===== src/rtl/feistel_iter_cipher.sv =====
// Iterative Feistel block cipher core: one round per clock, serial key/data load.
// A start/busy/done handshake runs one operation. The decrypt input, sampled
// with start, selects encrypt or decrypt for that operation.
//
// Ports:
//   clock       rising-edge clock
//   reset       asynchronous, active-high reset
//   in_bit      serial bit for the key or data register
//   shift_key   shift in_bit into the key register (wins over shift_data)
//   shift_data  shift in_bit into the data register
//   start       begin an operation on the current key/data (IDLE only)
//   decrypt     mode sampled with start: 0 = encrypt, 1 = decrypt
//   busy        rounds in progress
//   done        one-cycle pulse; dout is valid
//   dout        result {L,R}, held until the next done
//
// Optional build macro FEISTEL_CHAIN_EN adds a CBC-style chain register.
// Encrypt XORs the chain into the block input, and decrypt XORs it into the
// result. Any key shift clears the chain.
module feistel_iter_cipher #(
    parameter int unsigned HALF_W = 8,
    parameter int unsigned ROUNDS = 8
) (
    input  logic                  clock,
    input  logic                  reset,
    input  logic                  in_bit,
    input  logic                  shift_key,
    input  logic                  shift_data,
    input  logic                  start,
    input  logic                  decrypt,
    output logic                  busy,
    output logic                  done,
    output logic [2*HALF_W-1:0]   dout
);

    localparam int unsigned BLK_W = 2 * HALF_W;
    localparam int unsigned CNT_W = $clog2(ROUNDS);
    localparam logic [CNT_W-1:0] LAST_ENC = CNT_W'(ROUNDS - 1);

    typedef enum logic [1:0] {
        IDLE = 2'd0,
        RUN  = 2'd1,
        DONE = 2'd2
    } state_t;

    state_t               state_q, state_d;
    logic [BLK_W-1:0]     key_q, key_d;
    logic [BLK_W-1:0]     data_q, data_d;
    logic [HALF_W-1:0]    l_q, l_d;
    logic [HALF_W-1:0]    r_q, r_d;
    logic [CNT_W-1:0]     rnd_q, rnd_d;
    logic                 mode_q, mode_d;
    logic [BLK_W-1:0]     dout_d;
    logic                 busy_d, done_d;

    logic [HALF_W-1:0]    sub_k;
    logic [HALF_W-1:0]    l_rnd, r_rnd;
    logic                 last_rnd;
    logic [BLK_W-1:0]     blk_in;
    logic [BLK_W-1:0]     result;

`ifdef FEISTEL_CHAIN_EN
    logic [BLK_W-1:0]     chain_q, chain_d;
`endif

    function automatic logic [HALF_W-1:0] rotl1(input logic [HALF_W-1:0] x);
        return {x[HALF_W-2:0], x[HALF_W-1]};
    endfunction

    // Single round datapath. Decrypt undoes the encrypt round with the same subkey.
    always_comb begin
        sub_k = (rnd_q[0] ? key_q[BLK_W-1:HALF_W] : key_q[HALF_W-1:0])
                ^ HALF_W'(rnd_q);
        l_rnd = r_q;
        r_rnd = l_q ^ (rotl1(r_q) ^ sub_k);
        if (mode_q) begin
            r_rnd = l_q;
            l_rnd = r_q ^ (rotl1(l_q) ^ sub_k);
        end
        // Encrypt counts up and decrypt counts down, so the last round index is mode dependent.
        last_rnd = mode_q ? (rnd_q == '0) : (rnd_q == LAST_ENC);
    end

    // Block input and final output. The chain XOR sides differ for encrypt and decrypt.
    always_comb begin
`ifdef FEISTEL_CHAIN_EN
        blk_in = decrypt ? data_q : (data_q ^ chain_q);
        result = mode_q ? ({l_rnd, r_rnd} ^ chain_q) : {l_rnd, r_rnd};
`else
        blk_in = data_q;
        result = {l_rnd, r_rnd};
`endif
    end

    // Next-state and next-register logic.
    always_comb begin
        state_d = state_q;
        key_d   = key_q;
        data_d  = data_q;
        l_d     = l_q;
        r_d     = r_q;
        rnd_d   = rnd_q;
        mode_d  = mode_q;
        dout_d  = dout;
        busy_d  = 1'b0;
        done_d  = 1'b0;
`ifdef FEISTEL_CHAIN_EN
        chain_d = chain_q;
`endif
        case (state_q)
            IDLE: begin
                if (shift_key) begin
                    key_d = {key_q[BLK_W-2:0], in_bit};
`ifdef FEISTEL_CHAIN_EN
                    chain_d = '0;
`endif
                end else if (shift_data) begin
                    data_d = {data_q[BLK_W-2:0], in_bit};
                end
                if (start) begin
                    mode_d  = decrypt;
                    l_d     = blk_in[BLK_W-1:HALF_W];
                    r_d     = blk_in[HALF_W-1:0];
                    rnd_d   = decrypt ? LAST_ENC : '0;
                    busy_d  = 1'b1;
                    state_d = RUN;
                end
            end
            RUN: begin
                busy_d = 1'b1;
                l_d    = l_rnd;
                r_d    = r_rnd;
                if (last_rnd) begin
                    dout_d  = result;
                    busy_d  = 1'b0;
                    done_d  = 1'b1;
                    state_d = DONE;
`ifdef FEISTEL_CHAIN_EN
                    chain_d = mode_q ? data_q : result;
`endif
                end else begin
                    rnd_d = mode_q ? (rnd_q - CNT_W'(1)) : (rnd_q + CNT_W'(1));
                end
            end
            DONE: begin
                state_d = IDLE;
            end
            default: begin
                state_d = IDLE;
            end
        endcase
    end

    // State and datapath registers.
    always_ff @(posedge clock or posedge reset) begin
        if (reset) begin
            state_q <= IDLE;
            key_q   <= '0;
            data_q  <= '0;
            l_q     <= '0;
            r_q     <= '0;
            rnd_q   <= '0;
            mode_q  <= 1'b0;
            dout    <= '0;
            busy    <= 1'b0;
            done    <= 1'b0;
`ifdef FEISTEL_CHAIN_EN
            chain_q <= '0;
`endif
        end else begin
            state_q <= state_d;
            key_q   <= key_d;
            data_q  <= data_d;
            l_q     <= l_d;
            r_q     <= r_d;
            rnd_q   <= rnd_d;
            mode_q  <= mode_d;
            dout    <= dout_d;
            busy    <= busy_d;
            done    <= done_d;
`ifdef FEISTEL_CHAIN_EN
            chain_q <= chain_d;
`endif
        end
    end

endmodule

===== config.mk =====
export PLATFORM = sky130hd
export DESIGN_NAME = feistel_iter_cipher
export DESIGN_NICKNAME = d
export VERILOG_FILES = /design/src/rtl/feistel_iter_cipher.sv
export SDC_FILE = /design/constraint.sdc
export NUM_CORES = 1
export LEC_CHECK = 0
export ABC_AREA = 0
export BUFFER_PORTS_ARGS = -buffer_cell sky130_fd_sc_hd__buf_4
export CAP_MARGIN = 20
export CORE_MARGIN = 3
export CORE_UTILIZATION = 60
export DETAILED_ROUTE_END_ITERATION = 16
export PLACE_DENSITY = 0.79
export SLEW_MARGIN = 20
export SYNTH_ARGS = -nofsm -noshare
export SYNTH_HDL_FRONTEND = slang
export SYNTH_SLANG_ARGS = --single-unit

===== constraint.sdc =====
create_clock -name clock -period 2.36 [get_ports clock]
set_input_delay 0.354 -clock clock [delete_from_list [all_inputs] [get_ports clock]]
set_output_delay 0.354 -clock clock [all_outputs]
set_load 0.02 [all_outputs]

[Yosys cells after proc, flatten, opt, wreduce, memory -nomap -nowiden]
Cells that the tools add are included.
Cells by class
  add/sub/neg operators: 2
  eq/ne operators: 5
  muxes and demuxes: 21
  bitwise logic cells: 6
  reduce and logical (&&, ||, !) cells: 10
Operator list (number)
  two-way mux 8 bit: 5
  one-hot mux 8 bit (2 select lines): 2
  bitwise XOR 8 bit: 4
  two-way mux 3 bit: 4
  AND reduction 2 bit: 5
  bitwise XOR 8 x 3 -> 8 bit: 1
  inequality test 2 bit, second input constant: 3
  one-hot mux 3 bit (2 select lines): 1
  AND reduction 3 bit: 2
  two-way mux 1 bit: 5
  two-way mux 2 bit: 2
  one-hot mux 2 bit (2 select lines): 1
  adder 3 x 1 -> 3 bit, second input constant: 1
  == test 3 bit, second input constant: 1
  logical NOT 3 bit: 1
  subtractor 3 x 1 -> 3 bit, second input constant: 1
  == test 2 x 1 -> 1 bit, second input constant: 1
  logical NOT 2 bit: 1
  one-hot mux 1 bit (2 select lines): 1
  nonzero test 2 bit: 1
  inverter 1 bit: 1
Word-level totals
  bits in registers: 72
  input bits: 7
  output and inout bits: 18
  word-level logic and storage cells: 54

[Longest topological paths before layout]
  depth in word-level cells: 6
  mapped depth: 7

[Worst setup path before layout]
No wires, ideal clock.
  kind: register to register
  from: register rnd_q[0]
  to: register rnd_q[2]
  library setup time: 125 ps
  arrival time: 1638 ps
  path slack: 597 ps
  stages on the path, launching flop included: 8
  buffers on the path: 1
  cells stage by stage: dfrtp_1 > buf_6 > inv_1 > fa_1 > xor2_1 > xnor2_1 > o21ai_0 > mux2_4
Between the ends
  word-level cells in the longest chain between the ends: 4
  elaborated cells on any way between the ends: 10
RTL lines
  start, declared: RTL line 51  | logic [CNT_W-1:0] rnd_q, rnd_d;
  start signal, assigned: RTL line 176  | rnd_q <= rnd_d;
  adder 3 x 1 -> 3 bit, or another cell as far along: RTL line 142  | rnd_d = mode_q ? (rnd_q - CNT_W'(1)) : (rnd_q + CNT_W'(1));
  two-way mux 3 bit / two-way mux 1 bit (equally long branches): RTL line 142, 81
  two-way mux 3 bit / inequality test 2 bit (equally long branches)
  one-hot mux 3 bit (2 select lines) / AND reduction 3 bit (equally long branches)
Several ways; a longest one is shown, not always the timed one. The select of a mux whose other input is x is not followed.
A chain may end at the register's enable or synchronous reset.

[Final worst setup path]
  from: register state_q[0]
  to: register rnd_q[2]
Between the ends
  word-level cells in the longest chain between the ends: 3
  elaborated cells on any way between the ends: 7
RTL lines
  start, declared: RTL line 46  | state_t state_q, state_d;
  start signal, assigned: RTL line 171  | state_q <= state_d;
  == test 2 x 1 -> 1 bit / logical NOT 2 bit (equally long branches): RTL line 110  | case (state_q)
  inequality test 2 bit (no line) / nonzero test 2 bit (equally long branches)
  AND reduction 3 bit (no line)
Several ways; a longest one is shown, not always the timed one.

==> impl_results.rst <==
.. list-table::
   :header-rows: 1

   * - Metric
     - Value
   * - Largest net degree at the start of global routing
     - 73
   * - Root Buffer
     - sky130_fd_sc_hd__clkbuf_8
   * - GR met1 Demand/Resource
     - 0.304
   * - Total of flip-flops plus latches after synthesis
     - 72
   * - First-pass GRT wire length
     - 11200 um
   * - Avg Cell Area, Syn
     - 11.3 um^2
   * - Most common library cell in the layout ignoring fill and taps
     - sky130_fd_sc_hd__dfrtp_1
   * - Least-Margin Pin Slew
     - 0.510 ns
   * - Most common flop cell mapped by yosys
     - sky130_fd_sc_hd__dfrtp_1
   * - Clock Latency Late Sink
     - 0.33 ns
   * - Layout Nets
     - 341
   * - DR pass1 iterations
     - 4
   * - Final Max Tran Viols
     - 0
   * - Floorplan die height
     - 82.3 um
   * - Net switching fraction of the power
     - 0.410
   * - Overall Global Routing Usage
     - 0.226
   * - Unrepaired setup endpoints after global routing
     - false
   * - Clock sink count
     - 72
   * - Share of the yosys chip area belonging to registers
     - 0.515
   * - Max-cap check violation count
     - 0
   * - Number of levels in the clock H-tree
     - 3
   * - Run status
     - finished clean
   * - Final setup vio count
     - 0
   * - Number of port buffers
     - 24
   * - Syn-to-layout area delta
     - 12.1%
   * - Switching pwr
     - 2.53 mW
   * - Total setup buffers inserted after CTS
     - 0
   * - Initial standard-cell utilization of the core
     - 0.627
   * - Leakage power
     - 1.81 nW
   * - Power density of the placed cells
     - 1570 nW/um^2
   * - Number of enable flip-flop cells after synthesis
     - 0
   * - Overall die area
     - 6780 um^2
   * - Storage cell area
     - 1800 um^2
   * - Top library cells by usage in the layout, fill and taps aside
     - 72 x sky130_fd_sc_hd__dfrtp_1, 30 x sky130_fd_sc_hd__buf_4, 25 x sky130_fd_sc_hd__nand2_1, 20 x sky130_fd_sc_hd__xnor2_1, 19 x sky130_fd_sc_hd__mux2_2
   * - Layer carrying the most global-route usage
     - met2
   * - Final total power
     - 6.16 mW
   * - Internal power
     - 3.63 mW
   * - Mean number of vias per cell
     - 5.66
   * - Top Ports
     - 25
   * - Share of flip-flops with an asynchronous set or reset
     - 1.00
   * - Final cycle utilization of the critical path
     - 0.780
   * - Final-layout fill cell count
     - 409
   * - Synthesized netlist net count
     - 317
   * - Worst path setup slack after routing
     - 0.520 ns
   * - Clk pwr share
     - 0.158
   * - CTS tree
     - built
   * - Required time of the critical path
     - 2.59 ns
   * - Critical Path Fanout Max
     - 13
   * - Core area
     - 5570 um^2
   * - Share of the synthesized area in the top cell type
     - 0.515
   * - Gate count of the mapped netlist
     - 309
   * - Cell types with the largest area share after synthesis
     - sky130_fd_sc_hd__dfrtp_1 52%, sky130_fd_sc_hd__mux2_2 6.1%, sky130_fd_sc_hd__xnor2_1 5.0%
   * - Detailed Route Iter0 Violations
     - 148
   * - Worst setup skew after layout
     - 0.00505 ns
   * - Peak ir drop on the vdd network
     - 822 uV
   * - Total routed wirelength
     - 6890 um
   * - Arrival time at the worst endpoint
     - 2.07 ns
   * - Met2 Track Usage GR
     - 0.348
   * - Number of global-route vias before repair
     - 2252
   * - Setup_tns
     - 0 ns
   * - Pre-CTS WS
     - 0.552 ns
   * - Critical path start-end classification
     - reg2reg
   * - Vias
     - 2322
   * - Worst min-delay path class
     - in2async
   * - Routability-driven placement congestion ratio
     - 0.908
   * - Buffers from clock root to sink, at most
     - 2
   * - Average routed wire per standard cell
     - 16.8 um
   * - Sum of net half-perimeters after detailed placement
     - 4950 um
   * - Largest stage delay on the critical path
     - 0.67 ns
   * - Launching element type of the critical path
     - register
   * - Library cell occupying the most area in the post-synthesis netlist
     - sky130_fd_sc_hd__dfrtp_1
   * - Warnings from Yosys
     - 0
   * - Overflow left after global routing
     - 0
   * - Horiz. Die Dim
     - 82.3 um
   * - Cell family contributing the most delay on the critical path
     - flip-flops
   * - Number of distinct library cell variants in the gate-level netlist after synthesis
     - 43
   * - Cells resized by post-CTS repair
     - 0
   * - Cell with the biggest individual delay on the critical path
     - sky130_fd_sc_hd__dfrtp_1
   * - Total count of hold-check failures in the final report
     - 0
   * - GRT met3 Usage
     - 0.0477
   * - Number of clock buffers inserted by TritonCTS
     - 9
   * - Endpoint class of the critical path
     - register
   * - Headroom to the max-slew limit
     - 0.660
   * - Final antenna diode count
     - 0
   * - List of cells traversed by the critical path
     - nor2_1, or2_1, a21oi_2, mux2_4
   * - Reg clk slew, reported paths
     - 0.07 ns
   * - Share of total power in sequential cells
     - 0.361
   * - Share of total power in combinational logic
     - 0.482
   * - Crit path buffers/inverters
     - 0
   * - Cell row count
     - 27
   * - Area of the multi-input gates
     - 1550 um^2
   * - Share of cells above drive strength 1
     - 0.231
   * - Hold-fix buffer count after cts
     - 0
   * - DRC violations left
     - 0
   * - Maximum achievable frequency
     - 544 MHz
   * - Final critical path time including I/O delays and setup
     - 1.84 ns
   * - Final antenna-violating net count
     - 0
   * - Synth Cell Area
     - 3500 um^2
   * - Antenna violations before repair
     - 0
-- kinds of logic after synthesis --
family	count (synthesis)	share of synthesized area
multiplexers	41	0.134
AO/OA/AOI/OAI	61	0.0927
AND/OR/NAND/NOR	74	0.127
adder cells (fa/ha/maj)	1	0.00573
XOR/XNOR	34	0.0852
flip-flops	72	0.515
buffers and inverters	26	0.0401
-- power groups by stage --
stage                     logic, mW  registers, mW  clock network [mW]
final                          2.97           2.22               0.973
after floorplan                2.21           2.24                   0
after global routing           3.30           2.29                1.04
after detailed placement       2.96           2.24                   0
after global placement         2.85           2.22                   0
after CTS                      2.98           2.22               0.985
-- state kept, by name, indices dropped and copies added, names as in the netlist --
name / flops
key_q: 16
blk_in: 16
r_q: 8
dout: 16
mode_q: 1
done: 1
busy: 1
l_q: 8
rnd_q: 3
state_q: 2
-- routing by layer --
| metal | wire length [um] | vias up |
|---|---|---|
| met5 | 0 | - |
| li1 | - | 1116 |
| met4 | 145 | 0 |
| met1 | 3130 | 1131 |
| met3 | 366 | 11 |
| met2 | 3260 | 64 |
-- worst reg2reg max path: stages, from the launching register on --
cell,delay [ns]
sky130_fd_sc_hd__dfrtp_1,0.67
sky130_fd_sc_hd__nor2_1,0.13
sky130_fd_sc_hd__or2_1,0.35
sky130_fd_sc_hd__a21oi_2,0.27
sky130_fd_sc_hd__mux2_4,0.32
-- path summary, 6_finish.rpt --
| path | startpoint | endpoint | slack [ns] | cells past startpoint |
|---|---|---|---|---|
| max reg2reg | state_q[0]$_DFFE_PP0P_ | rnd_q[2]$_DFFE_PP0P_ | 0.52 | 4 |
| min in group clock | in_bit | blk_in[0]$_DFFE_PP0P_ | 0.25 | 2 |
| min reg2reg | dout[4]$_DFFE_PP0P_ | dout[4]$_DFFE_PP0P_ | 0.49 | 2 |
| max | state_q[0]$_DFFE_PP0P_ | rnd_q[2]$_DFFE_PP0P_ | 0.52 | 4 |
| min | reset | dout[10]$_DFFE_PP0P_ | 0.09 | 3 |
| max in group asynchronous | reset | blk_in[15]$_DFFE_PP0P_ | 1.95 | 3 |
-- final cells by class --
| cell class | instances | area share |
|---|---|---|
| multi-input cells | 211 | 0.396 |
| well taps | 72 | 0.0230 |
| clock inverters | 3 | 0.0102 |
| repair buffers | 31 | 0.0626 |
| inverters | 8 | 0.00766 |
| clock buffers | 13 | 0.0405 |
| flip-flops and latches | 72 | 0.460 |
-- Yosys cell counts, types with 2 or more instances --
library cell / count
sky130_fd_sc_hd__o211ai_1: 2
sky130_fd_sc_hd__nor2_1: 12
sky130_fd_sc_hd__dfrtp_1: 72
sky130_fd_sc_hd__a21oi_1: 18
sky130_fd_sc_hd__and3_1: 2
sky130_fd_sc_hd__buf_6: 4
sky130_fd_sc_hd__or3_1: 2
sky130_fd_sc_hd__nand3_1: 2
sky130_fd_sc_hd__xnor2_1: 20
sky130_fd_sc_hd__o21ai_0: 18
sky130_fd_sc_hd__buf_2: 7
sky130_fd_sc_hd__nor3b_1: 4
sky130_fd_sc_hd__mux2_2: 19
sky130_fd_sc_hd__nand2_1: 25
sky130_fd_sc_hd__nor2_4: 2
sky130_fd_sc_hd__mux2i_1: 5
sky130_fd_sc_hd__mux2_4: 3
sky130_fd_sc_hd__nand2_4: 2
sky130_fd_sc_hd__clkbuf_1: 6
sky130_fd_sc_hd__mux2_1: 14
sky130_fd_sc_hd__or4b_2: 2
sky130_fd_sc_hd__inv_1: 8
sky130_fd_sc_hd__xor2_1: 14
sky130_fd_sc_hd__nand3b_1: 11
sky130_fd_sc_hd__o21ai_1: 17
-- through the flow --
step                      hold slack [ns]  cell area (um^2)   util  std cells
after floorplan                     0.449              3500      -        309
after global placement              0.464              3720  0.668        394
after detailed placement            0.476              3720  0.668        394
after CTS                           0.114              3920  0.703        410
after global routing                0.121              3920  0.703        410
final                              0.0890              3920  0.703        410
Power figures use the tool's default switching activity.
